===== src/rtl/truth_table_checker_pkg.sv =====
// Shared definitions for the exhaustive truth-table checker: FSM state
// encodings, default geometry and a width helper for the settle counter.
package truth_table_checker_pkg;

  typedef enum logic [1:0] {
    IDLE   = 2'd0,
    APPLY  = 2'd1,
    SAMPLE = 2'd2,
    FINISH = 2'd3
  } tt_state_e;

  localparam int DEF_N_IN   = 5;
  localparam int DEF_SETTLE = 1;

  // Width of a counter that must reach settle-1; never narrower than one bit.
  function automatic int cnt_width(input int settle);
    return (settle > 1) ? $clog2(settle) : 1;
  endfunction

endpackage


===== src/rtl/truth_table_checker_sequencer.sv =====
// Vector sequencer: walks vec through 0..2^N_IN-1, holds each value for SETTLE
// cycles, then raises sample_en for one cycle. Owns the sweep FSM, busy and
// the done pulse; capture/compare of the response lives in the top.
module tt_vector_sequencer
  import truth_table_checker_pkg::*;
#(
  parameter int N_IN   = DEF_N_IN,
  parameter int SETTLE = DEF_SETTLE
) (
  input  logic            clk,
  input  logic            rst,
  input  logic            start,
  output logic [N_IN-1:0] vec,
  output logic            busy,
  output logic            done,
  output logic            sweep_clear,
  output logic            sample_en,
  output logic            last_vec
);

  localparam int              CNT_W   = cnt_width(SETTLE);
  localparam logic [CNT_W-1:0] CNT_END = CNT_W'(SETTLE - 1);
  localparam logic [CNT_W-1:0] CNT_ONE = CNT_W'(1);
  localparam logic [N_IN-1:0]  VEC_MAX = '1;
  localparam logic [N_IN-1:0]  VEC_ONE = N_IN'(1);

  tt_state_e        state;
  logic [CNT_W-1:0] cnt;

  // A start is only honoured from IDLE; the top uses this to clear its results
  // on the same edge that launches the sweep.
  assign sweep_clear = (state == IDLE) && start;
  assign sample_en   = (state == SAMPLE);
  // End of sweep is found by comparing against the top vector, so vec never wraps.
  assign last_vec    = (vec == VEC_MAX);

  // Sweep FSM with vector register, settle counter, busy and done pulse.
  always_ff @(posedge clk) begin
    if (rst) begin
      state <= IDLE;
      vec   <= '0;
      cnt   <= '0;
      busy  <= 1'b0;
      done  <= 1'b0;
    end else begin
      done <= 1'b0;
      case (state)
        IDLE: begin
          if (start) begin
            vec   <= '0;
            cnt   <= '0;
            busy  <= 1'b1;
            state <= APPLY;
          end
        end
        APPLY: begin
          if (cnt == CNT_END) begin
            state <= SAMPLE;
          end else begin
            cnt <= cnt + CNT_ONE;
          end
        end
        SAMPLE: begin
          if (last_vec) begin
            // done is registered here so it is high during the FINISH cycle.
            done  <= 1'b1;
            state <= FINISH;
          end else begin
            vec   <= vec + VEC_ONE;
            cnt   <= '0;
            state <= APPLY;
          end
        end
        FINISH: begin
          busy  <= 1'b0;
          state <= IDLE;
        end
        default: state <= IDLE;
      endcase
    end
  end

endmodule


===== config.mk =====
export PLATFORM = sky130hd
export DESIGN_NAME = tt_vector_sequencer
export DESIGN_NICKNAME = d
export VERILOG_FILES = /design/src/rtl/truth_table_checker_pkg.sv /design/src/rtl/truth_table_checker_sequencer.sv
export SDC_FILE = /design/constraint.sdc
export NUM_CORES = 1
export LEC_CHECK = 0
export ABC_AREA = 1
export BUFFER_PORTS_ARGS = -buffer_cell sky130_fd_sc_hd__buf_2
export CORE_AREA = 5 5 42 44
export DETAILED_ROUTE_END_ITERATION = 10
export DIE_AREA = 0 0 47 49
export GPL_TIMING_DRIVEN = 0
export PLACE_DENSITY = 0.58
export SYNTH_ARGS = -nofsm -noshare
export SYNTH_HDL_FRONTEND = slang
export SYNTH_SLANG_ARGS = --single-unit

===== constraint.sdc =====
create_clock -name clk -period 1.87 [get_ports clk]
set_input_delay 0.2805 -clock clk [delete_from_list [all_inputs] [get_ports clk]]
set_output_delay 0.2805 -clock clk [all_outputs]
set_load 0.01 [all_outputs]

==> results_dict.tcl <==
set metrics [dict create \
    clock_latency_ps 260 \
    ctsResizeCount 0 \
    cp-end-kind "output pin" \
    r2r-end "vec[1]" \
    rsz0062_at_grt "false" \
    dp_hpwl_um 698 \
    syn-num-nets 67 \
    status "complete, no violations" \
    drt_pre_antenna_iters 4 \
    clock_path_buffers 2 \
    min_path_cells 3 \
    peakVddDrop_mv 0.3975 \
    max_slew_margin 0.7975 \
    yosysSeqAreaShare 0.4211 \
    drv_cap 0 \
    grt_first_pass_wirelength_um 1545 \
    core_um2 1401 \
    design_area_um2 529.3 \
    hold_ws_ps 312.1 \
    grt.overflow.total 0 \
    hold_end "state[0]" \
    report.final.slew_viol_count 0 \
    dieArea_um2 2303 \
    r2r_start "vec[0]" \
    cts_buffers 3 \
    drt-total-wl_um 847 \
    root_buffer "clkbuf_4" \
    num-nets-final 83 \
    power.total_uw 390.8 \
    die_h_um 49 \
    vias 414 \
    antenna_found_initial 0 \
    fin_setup_tns_ps 0 \
    io_buffers 11 \
    clock-skew-final_ps 5.894 \
    hold_start "start" \
    cp-start-kind "flop" \
    antenna_left 0 \
    postPlaceCellArea_um2 503.0 \
    dp.cells 89 \
    utilization 0.3777 \
    start_util 0.3054 \
    tritoncts "done" \
    track_usage 0.09302 \
    gp_congestion 0.7532 \
    post_cts_buffers 0 \
    syn-instance-count 62 \
    setup_viol 0 \
    grt_pass1_vias 393 \
    setup_ws_ps 156.9 \
    cts_hold_buf 0 \
    p_per_area_nw_per_um2 738.3 \
    path_class "flop to output pin" \
    cts.sinks 9 \
    period_share 0.9161 \
    syn_avg_cell_area_um2 6.902 \
    drive_gt1_frac 0.2338 \
    post-route-min-period_ps 1713 \
    io_pins 13 \
    worstMarginPinSlew_ps 303.7 \
    grt_max_degree 9 \
    required_ps 1590 \
    antennaDiodeCount 0 \
    cp_max_fo 6 \
    drc 0 \
    hold_viol_final 0 \
    p_leak_nw 0.2640 \
    clk_pin_slew_ps 60 \
    syn2layout_area_growth_pct 23.68 \
    synth_cell_types 16 \
    arrival_ps 1430 \
    netlist_area_um2 427.9 \
    hp-class "input port to flop" \
    vias_per_cell 4.452 \
    wl_per_cell_um 9.108 \
    chipWidth_um 47 \
    drt_iter0_markers 8 \
    htreeDepth 1 \
    rows 14 \
    final_cell_count_no_fill 93 \
    yosys_warnings 0 \
    fmaxAchievable_ghz 0.5837 \
    placement.setup.worst_slack_ps 306.9 \
    rr_worst_depth 8 \
    r2r_slack_ps 300 \
    ys_seq_elements 9 \
]
[critical path, stage by stage, from the launching register on]
cell and delay [ps]:
dfxtp_1 410, ha_1 190, nand2_1 70, nor2_1 110, ha_1 230, buf_2 160
[synth_stat cells (all sizes together)]
library cell / count / area, um^2
nand3: 3 / 20.02
nor2: 10 / 37.54
nand4: 1 / 6.260
o21ai: 3 / 15.01
clkbuf: 1 / 3.750
dfxtp: 9 / 180.2
ha: 2 / 25.02
nand2: 16 / 62.56
nand3b: 2 / 15.01
clkinv: 1 / 3.750
a21oi: 5 / 25.02
inv: 9 / 33.79
[state kept, by name (all words and copies together) (netlist names)]
| signal | cells |
|---|---|
| done | 1 |
| state | 2 |
| busy | 1 |
| vec | 5 |
[report_power, final]
| part | internal [mW] | switching [mW] | total, mW | leakage, nW |
|---|---|---|---|---|
| logic | 0.0142 | 0.0255 | 0.0397 | 0.176 |
| registers | 0.198 | 0.00470 | 0.202 | 0.0732 |
| clock network | 0.0822 | 0.0667 | 0.149 | 0.0150 |
| total | 0.294 | 0.0969 | 0.391 | 0.264 |
[final cells by class]
| cell class | instances | area, um^2 |
|---|---|---|
| Buffer | 1 | 3.754 |
| Clock buffer | 4 | 26.28 |
| Fill cell | 170 | 872.1 |
| Inverter | 10 | 37.54 |
| Multi-Input combinational cell | 42 | 206.4 |
| Sequential cell | 9 | 180.2 |
| Tap cell | 16 | 20.02 |
| Timing Repair Buffer | 11 | 55.05 |
[placed cells by master (no fill, tap or decap), types with 3 or more instances in the layout]
cell	count
dfxtp_1	9
clkbuf_4	3
nor2_1	10
buf_2	11
a21oi_1	5
nand2_1	15
inv_1	7
[worst max-delay path by stage]
stage / start / endpoint / slack (ps) / cells after the start
floorplan: vec[0] / vec[3] / 370 / 9
global placement: vec[0] / vec[1] / 290 / 8
detailed placement: vec[0] / vec[1] / 310 / 8
CTS: vec[0] / last_vec / 140 / 5
global route: vec[0] / last_vec / 50 / 5
finish: vec[0] / last_vec / 160 / 5
[kinds of logic after synthesis]
| logic type | after synthesis | synth area share |
|---|---|---|
| adders and majority gates | 2 | 0.05847 |
| and+or+nand+nor | 32 | 0.3304 |
| DFF | 9 | 0.4210 |
| AOI/OAI and AO/OA | 8 | 0.09355 |
| buffers and inverters | 11 | 0.09649 |
[metal layers]
| layer | global-route usage | part of all wire | vias up |
|---|---|---|---|
| li1 | - | - | 225 |
| met1 | 0.1278 | 0.47 | 176 |
| met2 | 0.1131 | 0.44 | 10 |
| met3 | 0.03321 | 0.047 | 3 |
| met4 | 0.06912 | 0.034 | 0 |
| met5 | 0 | 0 | - |
(Power assumes the default switching activity.)
